==> src/rtl/mem_port_arbiter_if.sv <==
// mem_port_arbiter_if
// Bundle of every handshake and bus signal around the unified-memory arbiter.
//   IF port  : if_req, if_addr   -> if_rdata, if_done
//   MEM port : dm_req, dm_we, dm_addr, dm_wdata -> dm_rdata, dm_done
//   pipeline : stall
//   memory   : mem_en, mem_we, mem_addr, mem_wdata -> mem_rdata
// Modports:
//   slave  - the arbiter's view.
//   master - the pipeline plus memory environment.
interface mem_port_arbiter_if #(
  parameter int ADDR_W = 32,
  parameter int DATA_W = 32
);
  logic              if_req;
  logic [ADDR_W-1:0] if_addr;
  logic [DATA_W-1:0] if_rdata;
  logic              if_done;
  logic              dm_req;
  logic              dm_we;
  logic [ADDR_W-1:0] dm_addr;
  logic [DATA_W-1:0] dm_wdata;
  logic [DATA_W-1:0] dm_rdata;
  logic              dm_done;
  logic              stall;
  logic              mem_en;
  logic              mem_we;
  logic [ADDR_W-1:0] mem_addr;
  logic [DATA_W-1:0] mem_wdata;
  logic [DATA_W-1:0] mem_rdata;

  modport slave (
    input  if_req, if_addr, dm_req, dm_we, dm_addr, dm_wdata, mem_rdata,
    output if_rdata, if_done, dm_rdata, dm_done, stall,
           mem_en, mem_we, mem_addr, mem_wdata
  );

  modport master (
    output if_req, if_addr, dm_req, dm_we, dm_addr, dm_wdata, mem_rdata,
    input  if_rdata, if_done, dm_rdata, dm_done, stall,
           mem_en, mem_we, mem_addr, mem_wdata
  );
endinterface

==> src/rtl/mem_port_arbiter.sv <==
// mem_port_arbiter
// Shares one single-port, fixed-latency memory between the IF stage and the
// MEM stage of the pipeline. Requests are served one at a time, data side
// first. Each access is one grant cycle followed by MEM_LAT strobe cycles.
// The pipeline is stalled until every request of the current pipeline cycle
// has its done flag set.
// Ports:
//   clk  - clock, all state updates on the rising edge
//   rst  - synchronous active-high reset; aborts any access in flight
//   bus  - mem_port_arbiter_if.slave (IF port, MEM port, stall, memory bus)
// Parameters:
//   ADDR_W, DATA_W - address and data widths (must match the interface)
//   MEM_LAT        - cycles mem_en is held per access, 1..15
module mem_port_arbiter #(
  parameter int ADDR_W  = 32,
  parameter int DATA_W  = 32,
  parameter int MEM_LAT = 2
) (
  input  logic              clk,
  input  logic              rst,
  mem_port_arbiter_if.slave bus
);

  typedef enum logic {
    IDLE   = 1'b0,
    ACCESS = 1'b1
  } state_t;

  localparam logic [3:0] CNT_INIT = 4'(MEM_LAT - 1);

  state_t            state_reg;
  logic [3:0]        cnt_reg;
  logic              gnt_dm_reg;     // 0 = IF owns the access, 1 = MEM port
  logic              mem_en_reg;
  logic              mem_we_reg;
  logic [ADDR_W-1:0] mem_addr_reg;
  logic [DATA_W-1:0] mem_wdata_reg;
  logic [DATA_W-1:0] if_rdata_reg;
  logic [DATA_W-1:0] dm_rdata_reg;
  logic              if_done_reg;
  logic              dm_done_reg;

  logic              stall;
  logic              dm_elig;
  logic              if_elig;

  // A port whose done flag is already set is never granted again; this keeps
  // a MEM-stage instruction frozen behind a fetch from touching memory twice.
  assign dm_elig = bus.dm_req & ~dm_done_reg;
  assign if_elig = bus.if_req & ~if_done_reg;
  assign stall   = dm_elig | if_elig;

  always_ff @(posedge clk) begin
    if (rst) begin
      state_reg     <= IDLE;
      cnt_reg       <= '0;
      gnt_dm_reg    <= 1'b0;
      mem_en_reg    <= 1'b0;
      mem_we_reg    <= 1'b0;
      mem_addr_reg  <= '0;
      mem_wdata_reg <= '0;
      if_rdata_reg  <= '0;
      dm_rdata_reg  <= '0;
      if_done_reg   <= 1'b0;
      dm_done_reg   <= 1'b0;
    end else begin
      // Pipeline advances on this edge: the flags belong to the old cycle.
      // A completion later in this block overrides the clear, so a request
      // dropped mid-access still shows its done pulse for one cycle.
      if (!stall) begin
        if_done_reg <= 1'b0;
        dm_done_reg <= 1'b0;
      end

      case (state_reg)
        IDLE: begin
          if (dm_elig) begin
            state_reg     <= ACCESS;
            gnt_dm_reg    <= 1'b1;
            cnt_reg       <= CNT_INIT;
            mem_en_reg    <= 1'b1;
            mem_we_reg    <= bus.dm_we;
            mem_addr_reg  <= bus.dm_addr;
            mem_wdata_reg <= bus.dm_wdata;
          end else if (if_elig) begin
            state_reg     <= ACCESS;
            gnt_dm_reg    <= 1'b0;
            cnt_reg       <= CNT_INIT;
            mem_en_reg    <= 1'b1;
            mem_we_reg    <= 1'b0;
            mem_addr_reg  <= bus.if_addr;
          end
        end

        ACCESS: begin
          if (cnt_reg != 4'd0) begin
            cnt_reg <= cnt_reg - 4'd1;
          end else begin
            state_reg  <= IDLE;
            mem_en_reg <= 1'b0;
            mem_we_reg <= 1'b0;
            if (gnt_dm_reg) begin
              dm_done_reg <= 1'b1;
              if (!mem_we_reg) begin
                dm_rdata_reg <= bus.mem_rdata;
              end
            end else begin
              if_done_reg  <= 1'b1;
              if_rdata_reg <= bus.mem_rdata;
            end
          end
        end

        default: state_reg <= IDLE;
      endcase
    end
  end

  assign bus.stall     = stall;
  assign bus.if_done   = if_done_reg;
  assign bus.dm_done   = dm_done_reg;
  assign bus.if_rdata  = if_rdata_reg;
  assign bus.dm_rdata  = dm_rdata_reg;
  assign bus.mem_en    = mem_en_reg;
  assign bus.mem_we    = mem_we_reg;
  assign bus.mem_addr  = mem_addr_reg;
  assign bus.mem_wdata = mem_wdata_reg;

endmodule

==> src/flat_wrapper.sv <==
// flat-port wrapper written by rule: the top's interface ports become plain ports
module mem_port_arbiter_flat 
#(
  parameter int ADDR_W  = 32,
  parameter int DATA_W  = 32,
  parameter int MEM_LAT = 2
)
  (clk, rst, bus_if_req, bus_if_addr, bus_dm_req, bus_dm_we, bus_dm_addr, bus_dm_wdata, bus_mem_rdata, bus_if_rdata, bus_if_done, bus_dm_rdata, bus_dm_done, bus_stall, bus_mem_en, bus_mem_we, bus_mem_addr, bus_mem_wdata);
  mem_port_arbiter_if #(.ADDR_W(ADDR_W), .DATA_W(DATA_W)) bus_i ();
  input  logic clk;
  input  logic rst;
  input wire logic [$bits(bus_i.if_req)-1:0] bus_if_req;
  input wire logic [$bits(bus_i.if_addr)-1:0] bus_if_addr;
  input wire logic [$bits(bus_i.dm_req)-1:0] bus_dm_req;
  input wire logic [$bits(bus_i.dm_we)-1:0] bus_dm_we;
  input wire logic [$bits(bus_i.dm_addr)-1:0] bus_dm_addr;
  input wire logic [$bits(bus_i.dm_wdata)-1:0] bus_dm_wdata;
  input wire logic [$bits(bus_i.mem_rdata)-1:0] bus_mem_rdata;
  output wire logic [$bits(bus_i.if_rdata)-1:0] bus_if_rdata;
  output wire logic [$bits(bus_i.if_done)-1:0] bus_if_done;
  output wire logic [$bits(bus_i.dm_rdata)-1:0] bus_dm_rdata;
  output wire logic [$bits(bus_i.dm_done)-1:0] bus_dm_done;
  output wire logic [$bits(bus_i.stall)-1:0] bus_stall;
  output wire logic [$bits(bus_i.mem_en)-1:0] bus_mem_en;
  output wire logic [$bits(bus_i.mem_we)-1:0] bus_mem_we;
  output wire logic [$bits(bus_i.mem_addr)-1:0] bus_mem_addr;
  output wire logic [$bits(bus_i.mem_wdata)-1:0] bus_mem_wdata;
  assign bus_i.if_req = bus_if_req;
  assign bus_i.if_addr = bus_if_addr;
  assign bus_i.dm_req = bus_dm_req;
  assign bus_i.dm_we = bus_dm_we;
  assign bus_i.dm_addr = bus_dm_addr;
  assign bus_i.dm_wdata = bus_dm_wdata;
  assign bus_i.mem_rdata = bus_mem_rdata;
  assign bus_if_rdata = bus_i.if_rdata;
  assign bus_if_done = bus_i.if_done;
  assign bus_dm_rdata = bus_i.dm_rdata;
  assign bus_dm_done = bus_i.dm_done;
  assign bus_stall = bus_i.stall;
  assign bus_mem_en = bus_i.mem_en;
  assign bus_mem_we = bus_i.mem_we;
  assign bus_mem_addr = bus_i.mem_addr;
  assign bus_mem_wdata = bus_i.mem_wdata;
  mem_port_arbiter #(.ADDR_W(ADDR_W), .DATA_W(DATA_W), .MEM_LAT(MEM_LAT)) u_core (.clk(clk), .rst(rst), .bus(bus_i));
endmodule
==> config.mk <==
export PLATFORM = sky130hd
export DESIGN_NAME = mem_port_arbiter_flat
export DESIGN_NICKNAME = d
export VERILOG_FILES = /design/src/rtl/mem_port_arbiter_if.sv /design/src/rtl/mem_port_arbiter.sv /design/src/flat_wrapper.sv
export SDC_FILE = /design/constraint.sdc
export NUM_CORES = 1
export LEC_CHECK = 0
export ABC_AREA = 1
export CAP_MARGIN = 20
export CORE_MARGIN = 2
export CORE_UTILIZATION = 35
export DETAILED_ROUTE_END_ITERATION = 7
export DONT_BUFFER_PORTS = 1
export SLEW_MARGIN = 20
export SYNTH_ARGS = -nofsm -noshare
export SYNTH_HDL_FRONTEND = slang
export SYNTH_SLANG_ARGS = --single-unit
==> constraint.sdc <==
create_clock -name clk -period 1.4 [get_ports clk]
set_input_delay 0.28 -clock clk [delete_from_list [all_inputs] [get_ports clk]]
set_output_delay 0.28 -clock clk [all_outputs]
set_load 0.02 [all_outputs]
== Word-level counts from Yosys, hierarchy flattened ==
Cells that the tools add are included.
Cells by class
  $add $sub $neg: 1
  equality and inequality tests: 3
  multiplexer cells: 26
  bitwise operators: 9
  reductions and logical operators: 8
Operators with widths (count)
  $mux W32: 2
  $mux W1: 17
  $mux W4: 3
  $pmux W4 S2: 1
  $reduce_and A2 Y1: 4
  $not A1 Y1: 6
  $pmux W1 S2: 3
  $ne A2 B2 Y1 const B: 2
  $reduce_and A4 Y1: 1
  $reduce_bool A4 Y1: 1
  $sub A4 B1 Y4 const B: 1
  $ne A3 B1 Y1 const B: 1
  $reduce_and A3 Y1: 1
  $and A1 B1 Y1: 2
  $reduce_bool A2 Y1: 1
  $or A1 B1 Y1: 1
Storage, ports and cells
  register bits: 138
  input bits: 133
  output and inout port bits: 133
  word-level logic and storage cells: 58

== Logic depth before layout (Yosys ltp) ==
  depth in word-level cells: 7
  mapped depth: 8
  depth with buffers taken out: 8

== Worst setup path before layout ==
OpenSTA, ideal clock, no wires.
  path kind: register to register
  start point: register u_core.dm_done_reg, in the netlist u_core.bus.dm_done
  end point: register u_core.cnt_reg[2]
  library setup time: 70 ps
  data arrival time: 1246 ps
  required time: 1330 ps
  setup slack: 85 ps
  stages on the path, launching flop included: 8
  path buffers: 1
  period minus slack after synthesis: 1315 ps
  cell sequence: dfxtp_1 -> inv_1 -> nand2_2 -> nand2_2 -> nand2_2 -> buf_2 -> nand3_1 -> a21oi_1
Between the ends
  longest elaborated chain between the ends: 4
  elaborated cells between the ends (all ways): 6
  those cells by class: eq/ne: 1; mux: 2; bitwise: 2; reduce/logical: 1
RTL lines
  start: declaration: line mem_port_arbiter.sv:41  | logic dm_done_reg;
  start signal: assignment: line mem_port_arbiter.sv:65  | dm_done_reg <= 1'b0;
  start signal: assignment: line mem_port_arbiter.sv:72  | dm_done_reg <= 1'b0;
  start signal: assignment: line mem_port_arbiter.sv:103  | dm_done_reg <= 1'b1;
  $not A1 Y1 *: line mem_port_arbiter.sv:49  | assign dm_elig = bus.dm_req & ~dm_done_reg;
  $and A1 B1 Y1 *: line mem_port_arbiter.sv:49
  $mux W4 or $ne A3 B1 Y1 (tied branches)
  $pmux W4 S2 or $reduce_and A2 Y1 (tied branches)
  end signal: assignment: line mem_port_arbiter.sv:97  | cnt_reg <= cnt_reg - 4'd1;
  end: declaration: line mem_port_arbiter.sv:32  | logic [3:0] cnt_reg;
Mark *: on every way between the ends. The rest lies on a longest branch, timed or not.
A chain may end at the register's enable or synchronous reset.

== Final worst setup path ==
  start point: register u_core.cnt_reg[1]
  end point: register u_core.if_rdata_reg[17], in the netlist u_core.bus.if_rdata[17]
Between the ends
  longest elaborated chain between the ends: 3
RTL lines
  $reduce_bool A4 Y1: line mem_port_arbiter.sv:96  | if (cnt_reg != 4'd0) begin
  $not A1 Y1 (no source line)
  $reduce_and A3 Y1 (no source line)
  end signal: assignment: line mem_port_arbiter.sv:109  | if_rdata_reg <= bus.mem_rdata;
  end: declaration: line mem_port_arbiter.sv:38  | logic [DATA_W-1:0] if_rdata_reg;
Every way passes these cells.

==> reports/qor.yml <==
global_routing:
  grt_use_met2_pct: 30.91
  grtUsageTotal_pct: 18.99
  grt-ovfl-total: 0
  grt_busiest_layer: "met2"
  grt_pass1_vias: 5081
  grtUsageMet3_pct: 5.904
  grt_pass1_wl_mm: 25.27
  antenna_found_initial: 0
  grt_max_degree: 38
  grt_use_met1_pct: 23.05
pwr:
  sw_frac_of_total_pct: 33.14
  irDropWorstVdd_v: 0.0008709
  p_leak_nw: 3.419
  pwr-share-comb_pct: 19.4
  seq_power_share_pct: 44.5
  internal-power_mw: 7.925
  powerDensity_nw_per_um2: 1537
  clockPowerShare_pct: 36.1
  finalPower_mw: 11.85
  switching_power_mw: 3.928
final_layout:
  fin_cells: 1101
  n_antenna_cell: 0
  syn2layout_area_growth_pct: 36.97
  drive_gt1_share_pct: 13.33
  layout_common_cells: "nor2_1 (203), nand2_1 (147), dfxtp_1 (134), o21ai_0 (77), dlygate4sd3_1 (65)"
  layout_commonest_cell: "nor2_1"
  final_nets: 1007
worst_setup_path:
  r2r_slack_ns: -0.05
  cp.arrival_ns: 1.76
  cp_cell_sequence: "inv_2 -> ha_4 -> nand3_4 -> nor2_4 -> clkinv_4 -> clkbuf_16 -> nor2_1 -> nor2_1"
  critPathKind: "reg -> reg"
  r2r_cells: 8
  r2r-start: "u_core.cnt_reg[1]"
  cpMaxStageDelayCell: "dfxtp_2"
  cp-start-kind: "register"
  crit_path_end_kind: "register"
  crit_end: "u_core.bus.if_rdata[17]"
  rr_endpoint: "u_core.bus.if_rdata[17]"
  critPathRequiredTime_ns: 1.71
  cpMostUsedCell: "nor2_1"
  critPathMaxStageDelay_ns: 0.33
  crit_start: "u_core.cnt_reg[1]"
  path_max_fanout: 7
synthesis:
  synth_simple_gate_area_share_pct: 30.42
  synth_mux_area_share_pct: 0
  synth_xor_area_share_pct: 0
  synth_fp_nets: 937
  postSynthCellCount: 802
  seq_area_frac_synth_pct: 49.06
  ys_ff_latch: 138
  synthAdderAreaFrac_pct: 0.4443
  yosys_most_used_dff: "dfxtp_1"
  synth_top_family_by_area: "simple AND/OR/NAND/NOR gates"
  yosysUniqueCellTypes: 23
  synth_top_area_share_pct: 49.06
  netlist_area_um2: 5632
  synth_top_area_cell: "dfxtp_1"
  syn_avg_cell_area_um2: 7.022
  yosys_warnings: 0
  synth_edf_count: 0
  synthTopCellsByArea: "dfxtp_1 (49%), nor2_1 (15%), nand2_1 (9.9%)"
  synth_compound_area_share_pct: 12.26
  async_flop_share_pct: 0
timing:
  worstMarginPinSlew_ns: 0.3622
  slew_violations: 0
  worst_slack_ns: -0.04618
  rsz0062_at_grt: "true"
  setup_violations: 16
  period_needed_ns: 1.446
  fin_crit_sh_pct: 103.3
  whs_ns: 0.02689
  slew_headroom_pct: 75.77
  max_clock_freq_ghz: 0.6915
  skew_ns: 0.006791
  finalHoldViolCount: 0
clock_tree:
  cts.path.max_buffers: 2
  cts_sinks: 138
  htreeDepth: 4
  cts_root_buf: "clkbuf_16"
  clock_latency_ns: 0.42
  clk_pin_slew_worst_paths_ns: 0.06
  cts_made_buffers: 17
  cts_tree: "done"
routing:
  wirelength_mm: 17.77
  final_antenna_net_count: 0
  wl_per_cell_um: 16.14
  drtIter0Drc: 325
  drc: 0
  dr.pass1.iters: 4
  via_count: 5431
  via_per_inst: 4.933
floorplanning:
  die-area_um2: 17120
  die_h_um: 130.9
  die_x_um: 130.9
  initial_core_util_pct: 35.58
  rows: 46
  coreArea_um2: 15830
  pin_count: 266
place:
  place_ws_ns: 0.05660
  hpwl_mm: 10.22
  placed_cells: 989
  gp_congestion: 0.7900
  io_buffers: 0
flow_run:
  max_cap_viol_count: 0
hold_path:
  hold_path.class: "in -> reg"
status:
  status: "complete, but fails checks"
  violations: "setup timing"
worst max-delay path: cells and delay by family (launching register included):
kind / cells / cell delay, ns
simple gates: 4 / 0.44
buf+inv: 3 / 0.41
flops: 1 / 0.33
fa+ha+maj: 1 / 0.16
metrics by stage:
stage	TNS, ns	instance area [µm²]	util, %
finish	-0.2286	7714	48.74
global route	-2.289	7714	48.74
CTS	0	7352	46.45
detailed placement	0	6031	38.10
global placement	0	6031	38.10
floorplan	0	5632	-
per-layer routing:
metal / vias up / wire (µm)
met5: - / 0
met4: 0 / 497
met3: 41 / 1264
met2: 216 / 8525
met1: 2487 / 7483
li1: 2687 / -
kinds of logic after synthesis:
kind of cell | after synthesis
AND/OR/NAND/NOR | 422
flip-flops | 138
AO/OA/AOI/OAI | 138
buffers and inverters | 102
adder cells (fa/ha/maj) | 2
how the worst min path moves through the flow:
stage / startpoint / end / depth (start not counted)
4_1_cts: bus_mem_rdata[16] / u_core.bus.if_rdata[16] / 2
5_1_grt: bus_dm_we / u_core.bus.mem_we / 2
3_5_place_dp: rst / u_core.bus.if_done / 1
6_report: bus_dm_we / u_core.bus.mem_we / 2
2_1_floorplan: bus_mem_rdata[13] / u_core.bus.if_rdata[13] / 2
3_3_place_gp: rst / u_core.bus.dm_done / 1
power groups by stage:
stage               Sequential (mW)  Clock [mW]  Combinational [mW]
detailed placement             5.34           0                1.69
floorplan                      5.23           0                1.19
finish                         5.27        4.28                2.30
CTS                            5.26        4.38                1.92
global placement               5.35           0                1.66
global route                   5.32        4.53                2.55
synthesized netlist by cell type, types with 3 or more instances:
| master | count |
|---|---|
| buf_2 | 23 |
| buf_1 | 8 |
| dfxtp_1 | 138 |
| nand3_1 | 5 |
| clkbuf_1 | 17 |
| nand2_1 | 148 |
| nand2_2 | 4 |
| a21oi_1 | 41 |
| o21ai_1 | 10 |
| buf_6 | 3 |
| o21ai_0 | 87 |
| inv_1 | 46 |
| nor2_1 | 228 |
| nand4_1 | 32 |
what timing repair did:
action | 4_1_cts | 5_1_grt
hold endpoints to repair | 71 | 2
cloned | 3 | 6
buffers inserted | 2 | 4
hold buffers | 63 | 2
resized for setup | 5 | 65
endpoints found under the setup margin | 1 | 118
pin swaps | 2 | 6
final cells by class:
cell class	count	area (µm²)
fill	1507	8114
tap	216	270.3
timing repair buffer	105	1333
clock inverter	13	120.1
sequential	138	2768
clock buffer	19	442.9
inverter	48	186.4
multi-input combinational	562	2594
Power figures use the tool's default switching activity.
